<file path="src/rtl/uart_tx_arb_if.sv">
// Requester-side and transmitter-side signals of the uart_tx arbiter, bundled so
// that the arbiter and its environment agree on widths through one parameter.
interface uart_tx_arb_if #(
    parameter int N_REQ = 4,
    parameter int GID_W = $clog2(N_REQ)
) ();
    logic [N_REQ-1:0]   req_valid;
    logic [8*N_REQ-1:0] req_data;
    logic [N_REQ-1:0]   req_ack;
    logic [N_REQ-1:0]   req_done;
    logic               tx_en;
    logic [7:0]         tx_data;
    logic               tx_done;
    logic               busy;
    logic [GID_W-1:0]   grant_id;
    logic               timeout_err;

    modport master (
        input  req_valid, req_data, tx_done,
        output req_ack, req_done, tx_en, tx_data, busy, grant_id, timeout_err
    );

    modport slave (
        output req_valid, req_data, tx_done,
        input  req_ack, req_done, tx_en, tx_data, busy, grant_id, timeout_err
    );
endinterface

</file>
<file path="src/rtl/uart_tx_arb.sv">
// Round-robin arbiter that feeds one uart_tx from N_REQ byte producers, holds the
// granted byte for the whole frame and abandons frames whose tx_done never arrives.
module uart_tx_arb #(
    parameter int N_REQ       = 4,
    parameter int TIMEOUT_CYC = 128,
    parameter int GAP_CYC     = 0,
    parameter int GID_W       = $clog2(N_REQ)
) (
    input logic           clk,
    input logic           rst_n,
    uart_tx_arb_if.master bus
);
    localparam int CNT_MAX = (TIMEOUT_CYC > GAP_CYC) ? TIMEOUT_CYC : GAP_CYC;
    localparam int CNT_W   = $clog2(CNT_MAX + 1);
    localparam logic [CNT_W-1:0] TO_LAST  = CNT_W'(TIMEOUT_CYC - 1);
    localparam logic [CNT_W-1:0] GAP_LAST = CNT_W'((GAP_CYC > 0) ? GAP_CYC - 1 : 0);
    localparam logic [GID_W-1:0] LAST_ID  = GID_W'(N_REQ - 1);

    typedef enum logic [1:0] {S_IDLE, S_LAUNCH, S_WAIT, S_GAP} state_e;

    state_e           state_q, state_d;
    logic [GID_W-1:0] ptr_q, ptr_d;
    logic [GID_W-1:0] grant_id_q, grant_id_d;
    logic [CNT_W-1:0] cnt_q, cnt_d;
    logic [7:0]       tx_data_q, tx_data_d;
    logic             tx_en_q, tx_en_d;
    logic             busy_q, busy_d;
    logic             timeout_err_q, timeout_err_d;
    logic [N_REQ-1:0] req_ack_q, req_ack_d;
    logic [N_REQ-1:0] req_done_q, req_done_d;

    logic             found;
    logic [GID_W-1:0] pick;
    logic [GID_W-1:0] cand;
    logic [7:0]       sel_data;
    logic [N_REQ-1:0] pick_oh;
    logic [N_REQ-1:0] grant_oh;

    // Search ptr, ptr+1, ... (mod N_REQ); the first pending requester wins.
    always_comb begin
        found = 1'b0;
        pick  = '0;
        cand  = '0;
        for (int i = 0; i < N_REQ; i++) begin
            cand = GID_W'((int'(ptr_q) + i) % N_REQ);
            if (!found && bus.req_valid[cand]) begin
                found = 1'b1;
                pick  = cand;
            end
        end
    end

    always_comb begin
        sel_data = '0;
        pick_oh  = '0;
        grant_oh = '0;
        for (int i = 0; i < N_REQ; i++) begin
            if (pick == GID_W'(i)) begin
                sel_data   = bus.req_data[8*i +: 8];
                pick_oh[i] = 1'b1;
            end
            if (grant_id_q == GID_W'(i)) grant_oh[i] = 1'b1;
        end
    end

    // NOTE: every variable gets a default before the case so no path can infer a latch.
    always_comb begin
        state_d       = state_q;
        ptr_d         = ptr_q;
        grant_id_d    = grant_id_q;
        cnt_d         = cnt_q;
        tx_data_d     = tx_data_q;
        tx_en_d       = 1'b0;
        req_ack_d     = '0;
        req_done_d    = '0;
        timeout_err_d = 1'b0;

        case (state_q)
            S_IDLE: begin
                if (found) begin
                    state_d    = S_LAUNCH;
                    tx_data_d  = sel_data;
                    grant_id_d = pick;
                    ptr_d      = (pick == LAST_ID) ? '0 : pick + 1'b1;
                    tx_en_d    = 1'b1;
                    req_ack_d  = pick_oh;
                end
            end
            S_LAUNCH: begin
                state_d = S_WAIT;
                cnt_d   = '0;
            end
            S_WAIT: begin
                // tx_done is tested first so it wins over a simultaneous timeout.
                if (bus.tx_done) begin
                    req_done_d = grant_oh;
                    cnt_d      = '0;
                    state_d    = (GAP_CYC > 0) ? S_GAP : S_IDLE;
                end else if (cnt_q == TO_LAST) begin
                    timeout_err_d = 1'b1;
                    state_d       = S_IDLE;
                end else begin
                    cnt_d = cnt_q + 1'b1;
                end
            end
            S_GAP: begin
                if (cnt_q == GAP_LAST) state_d = S_IDLE;
                else                   cnt_d   = cnt_q + 1'b1;
            end
            default: state_d = S_IDLE;
        endcase

        busy_d = (state_d != S_IDLE);
    end

    // NOTE: state registers use non-blocking assignments so all flops update together.
    always_ff @(posedge clk or negedge rst_n) begin
        if (!rst_n) begin
            state_q       <= S_IDLE;
            ptr_q         <= '0;
            grant_id_q    <= '0;
            cnt_q         <= '0;
            tx_data_q     <= '0;
            tx_en_q       <= 1'b0;
            busy_q        <= 1'b0;
            timeout_err_q <= 1'b0;
            req_ack_q     <= '0;
            req_done_q    <= '0;
        end else begin
            state_q       <= state_d;
            ptr_q         <= ptr_d;
            grant_id_q    <= grant_id_d;
            cnt_q         <= cnt_d;
            tx_data_q     <= tx_data_d;
            tx_en_q       <= tx_en_d;
            busy_q        <= busy_d;
            timeout_err_q <= timeout_err_d;
            req_ack_q     <= req_ack_d;
            req_done_q    <= req_done_d;
        end
    end

    assign bus.tx_en       = tx_en_q;
    assign bus.tx_data     = tx_data_q;
    assign bus.req_ack     = req_ack_q;
    assign bus.req_done    = req_done_q;
    assign bus.busy        = busy_q;
    assign bus.grant_id    = grant_id_q;
    assign bus.timeout_err = timeout_err_q;
endmodule

</file>
<file path="src/flat_wrapper.sv">
// flat-port wrapper written by rule: the top's interface ports become plain ports
module uart_tx_arb_flat 
#(
    parameter int N_REQ       = 4,
    parameter int TIMEOUT_CYC = 128,
    parameter int GAP_CYC     = 0,
    parameter int GID_W       = $clog2(N_REQ)
)
  (clk, rst_n, bus_req_valid, bus_req_data, bus_tx_done, bus_req_ack, bus_req_done, bus_tx_en, bus_tx_data, bus_busy, bus_grant_id, bus_timeout_err);
  uart_tx_arb_if #(.N_REQ(N_REQ), .GID_W(GID_W)) bus_i ();
  input logic clk;
  input logic rst_n;
  input wire logic [$bits(bus_i.req_valid)-1:0] bus_req_valid;
  input wire logic [$bits(bus_i.req_data)-1:0] bus_req_data;
  input wire logic [$bits(bus_i.tx_done)-1:0] bus_tx_done;
  output wire logic [$bits(bus_i.req_ack)-1:0] bus_req_ack;
  output wire logic [$bits(bus_i.req_done)-1:0] bus_req_done;
  output wire logic [$bits(bus_i.tx_en)-1:0] bus_tx_en;
  output wire logic [$bits(bus_i.tx_data)-1:0] bus_tx_data;
  output wire logic [$bits(bus_i.busy)-1:0] bus_busy;
  output wire logic [$bits(bus_i.grant_id)-1:0] bus_grant_id;
  output wire logic [$bits(bus_i.timeout_err)-1:0] bus_timeout_err;
  assign bus_i.req_valid = bus_req_valid;
  assign bus_i.req_data = bus_req_data;
  assign bus_i.tx_done = bus_tx_done;
  assign bus_req_ack = bus_i.req_ack;
  assign bus_req_done = bus_i.req_done;
  assign bus_tx_en = bus_i.tx_en;
  assign bus_tx_data = bus_i.tx_data;
  assign bus_busy = bus_i.busy;
  assign bus_grant_id = bus_i.grant_id;
  assign bus_timeout_err = bus_i.timeout_err;
  uart_tx_arb #(.N_REQ(N_REQ), .TIMEOUT_CYC(TIMEOUT_CYC), .GAP_CYC(GAP_CYC), .GID_W(GID_W)) u_core (.clk(clk), .rst_n(rst_n), .bus(bus_i));
endmodule
</file>
<file path="config.mk">
export PLATFORM = sky130hd
export DESIGN_NAME = uart_tx_arb_flat
export DESIGN_NICKNAME = d
export VERILOG_FILES = /design/src/rtl/uart_tx_arb_if.sv /design/src/rtl/uart_tx_arb.sv /design/src/flat_wrapper.sv
export SDC_FILE = /design/constraint.sdc
export NUM_CORES = 1
export LEC_CHECK = 0
export ABC_CLOCK_PERIOD_IN_PS = 3600
export CAP_MARGIN = 20
export CORE_AREA = 2 2 64 66
export CTS_CLUSTER_DIAMETER = 40
export CTS_CLUSTER_SIZE = 24
export DETAILED_ROUTE_END_ITERATION = 10
export DIE_AREA = 0 0 66 68
export GPL_TIMING_DRIVEN = 0
export PLACE_DENSITY_LB_ADDON = 0.1
export SETUP_SLACK_MARGIN = 0.1
export SYNTH_ARGS = -nofsm -noshare
export SYNTH_HDL_FRONTEND = slang
export SYNTH_SLANG_ARGS = --single-unit
</file>
<file path="constraint.sdc">
create_clock -name clk -period 3.6 [get_ports clk]
set_input_delay 0.72 -clock clk [delete_from_list [all_inputs] [get_ports clk]]
set_output_delay 0.72 -clock clk [all_outputs]
set_load 0.01 [all_outputs]
</file>
==> impl_results.md <==
- Setup TNS: 0 ps
- H-tree depth: 2
- Final Max Tran Viols: 0
- Worst path max stage delay: between 500 and 600 ps
- CP endpoint kind: flip-flop
- Post-layout minimum cycle time: 3050 ps
- Crit Path Max Fanout: 10
- Post-CTS Resized: 0
- Crit path max-delay cell type: nor4_1
- Via count: between 1,500 and 2,000
- Row Count: 23
- Via count of the first global-routing pass: roughly 1,400
- Critical path launch point type: input pin
- EDFF count, synth: 0
- Top cell type's share of synthesized area: 46.8%
- Worst Hold Class: input pin to asynchronous set/reset pin
- Residual DRC count: 0
- GRT Util Overall: around a fifth
- Synth Cell Area: between 1500 and 2000 sq um
- # IOs: 60
- Non-filler cells, final: approximately 300
- Sequential fraction of the synthesis area: between 40% and 50%
- Post-detail-place hpwl: 3.05 mm
- Root buf cell: clkbuf_8
- Maximum vdd drop: ~0.00039 V
- Hold slack: just under 500 ps
- Simple-Gate Fraction of Synth Area: 19.4%
- Synth Area in XOR/XNOR: 0%
- Post-Synth Adder-Cell Area: under 10%
- Primary FF master, synth: dfrtp_1
- Top routing layer used: met4
- P_leak: between 1 and 1.5 nW
- TritonCTS Buffers: 5
- P&R area growth vs syn: 42.5%
- First-pass GRT wire length: between 6 and 7 mm
- DRT met1 WL: approximately 1.8 mm
- Crit Reg-Reg Startpoint: u_core.ptr_q[1]$_DFFE_PN0P_
- Vias/cell: 5.26
- R2r endpoint: u_core.bus.tx_data[6]$_DFFE_PN0P_
- Port Buffers: just under 60
- Post-route ant nets: 0
- Pin count of the biggest net entering global routing: 34
- Initial Utilization: between 40% and 50%
- Post-CTS Setup Inserts: 0
- Clk_lat worst skew: 280 ps
- Detailed Route Iter0 Violations: 85
- Synth Register Bits: 33
- Reg2Reg Depth: 10
- Drt first pass iters: 4
- Initial antenna violation count: 0
- Yosys top cell by area: dfrtp_1
- Yosys warns: 0
- Largest family of logic cells by synthesized area: compound AO/OA/AOI/OAI gates
- RSZ-0062 raised after global routing: no
- Layout cells sized above 1: between 8 and 9%
- Layout net count: 295
- CP cell instances: clkdlybuf4s50_1, mux2i_1, nor2_1, nor4_1, inv_1, ha_1, clkbuf_1, clkbuf_1, a221oi_1, a211o_1, a21oi_1
- TritonCTS Sinks: 33
- Yosys cell types: 45
- Synth Net Count: ~230
- Cell Pwr Density: just over 700 nW/um^2
- Max-cap violations: 0
- Die H: 68 microns
- CTS clock-pin slew for the worst setup and hold paths: approximately 70 ps
- WL final: ~4 mm
- Hold buffers post-CTS: 0
- Drt wl/cell: 13.3 microns
- Syn_area_per_cell: between 9 and 10 sq um
- Die area: about 4500 sq um
- Worst rel slew slack: a little over half
- WL met2: a little under 2 mm
- Critical path class: input pin to flip-flop
- Mux share of post-synthesis cell area: between 1 and 1.5%
- Routability cong.: 0.794
- WP data arrival: about 3200 ps
- Grt ovf: 0
- Setup violators final: 0
- Bufs on Longest Clock Path: 2
- Most used cell along the critical path: clkbuf_1
- Fmax achieved: about 330 MHz
- Final hold viol count: 0
- Placed insts: 293
- Worst-margin pin slew: around 700 ps
- Routed length on met3: 212 microns
- Async set-reset flop share out of synthesis: 100%
- Setup slack, reg-to-reg: between 900 and 1000 ps
- # diodes: 0
- Critical path required time: ~3800 ps
- Compound-gate portion of the synthesized area: ~22%
- Tcrit/Tclk final: between 80 and 90%
- Die width: roughly 66 microns
- Core Region: 3860 sq um
- Status: finished clean
- Post-Synthesis Cells: approximately 180
- Largest cells by area after synthesis: dfrtp_1 (47%), a21oi_1 (6.2%), ha_1 (4.3%)
- Final clock skew: 4.10 ps
- CTS tree: yes
## cells in the mapped netlist (3+ instances only)
library cell	instances
a211o_1	8
a21oi_1	22
a221oi_1	8
a31oi_1	5
and2_1	6
buf_2	3
clkbuf_1	3
dfrtp_1	33
ha_1	6
inv_1	17
nand2_1	12
nand2b_1	4
nand3_1	4
nor2_1	14
nor4_1	3
## power breakdown
part / total [mW] / switching (mW) / internal (mW)
clock: 0.301 / 0.129 / 0.173
combinational: 0.895 / 0.450 / 0.444
sequential: 0.574 / 0.0820 / 0.492
## registers in the layout, summed over array words and instances, names as in the netlist
register / flops
u_core.bus.busy: 1
u_core.bus.grant_id: 2
u_core.bus.req_ack: 4
u_core.bus.req_done: 4
u_core.bus.timeout_err: 1
u_core.bus.tx_data: 8
u_core.bus.tx_en: 1
u_core.cnt_q: 8
u_core.ptr_q: 2
u_core.state_q: 2
## cell type report
cell class                 count  area, sq um
tap                           50         62.6
timing repair buffer          59          586
clock inverter                 1         5.00
inverter                      18         67.6
multi-input combinational    124          827
buffer                         9         45.0
sequential                    33          826
clock buffer                   7         96.3
fill                         332         1340
## worst max-delay path, delay by kind of cell
kind | cells | cell delay [ps]
compound gates | 3 | 480
fa+ha+maj | 1 | 220
buf+inv | 4 | 1040
mux | 1 | 160
simple gates | 2 | 590
## cell families after synthesis
logic type | after synthesis
DFF | 33
adders and majority gates | 6
buffers and inverters | 27
and+or+nand+nor | 59
muxes | 2
AOI/OAI and AO/OA | 57
## metal layers
metal,track usage [%],vias up
met5,0,-
met2,31.2,56
met4,8.67,0
li1,-,792
met3,4.28,6
met1,24.0,730
## per-stage QoR
| step | area [sq um] | power (mW) | setup slack (ps) | utilization (%) |
|---|---|---|---|---|
| 2_1_floorplan | 1770 | 1.12 | 1130 | - |
| 3_3_place_gp | 2420 | 1.46 | 275 | 62.7 |
| 6_report | 2510 | 1.77 | 548 | 65.2 |
| 3_5_place_dp | 2410 | 1.47 | 297 | 62.6 |
| 5_1_grt | 2510 | 1.92 | 279 | 65.2 |
| 4_1_cts | 2510 | 1.79 | 567 | 65.2 |
## layout by cell type, fill, tap and decap left out, drive strengths merged, types with 3 or more instances in the layout
| master | n |
|---|---|
| nand2 | 12 |
| and2 | 6 |
| clkbuf | 10 |
| buf | 7 |
| a21oi | 22 |
| a221oi | 8 |
| nand2b | 4 |
| a211o | 8 |
| dfrtp | 33 |
| inv | 18 |
| and3 | 3 |
| clkdlybuf4s50 | 58 |
| nand3 | 4 |
| a31oi | 5 |
| nor2 | 14 |
| nor4 | 3 |
| ha | 6 |
## how the worst max path moves through the flow
stage / start / endpoint / slack [ps] / cells after the start
final: bus_req_valid[0] / u_core.bus.tx_data[6]$_DFFE_PN0P_ / 550 / 11
after CTS: bus_req_valid[0] / u_core.bus.tx_data[6]$_DFFE_PN0P_ / 570 / 11
after detailed placement: bus_req_valid[0] / u_core.bus.tx_data[6]$_DFFE_PN0P_ / 300 / 11
after global placement: bus_req_valid[0] / u_core.bus.tx_data[6]$_DFFE_PN0P_ / 270 / 11
after global routing: bus_req_valid[0] / u_core.bus.tx_data[6]$_DFFE_PN0P_ / 280 / 11
after floorplan: bus_req_valid[2] / u_core.bus.tx_data[6]$_DFFE_PN0P_ / 1130 / 10
Power figures use the tool's default switching activity.
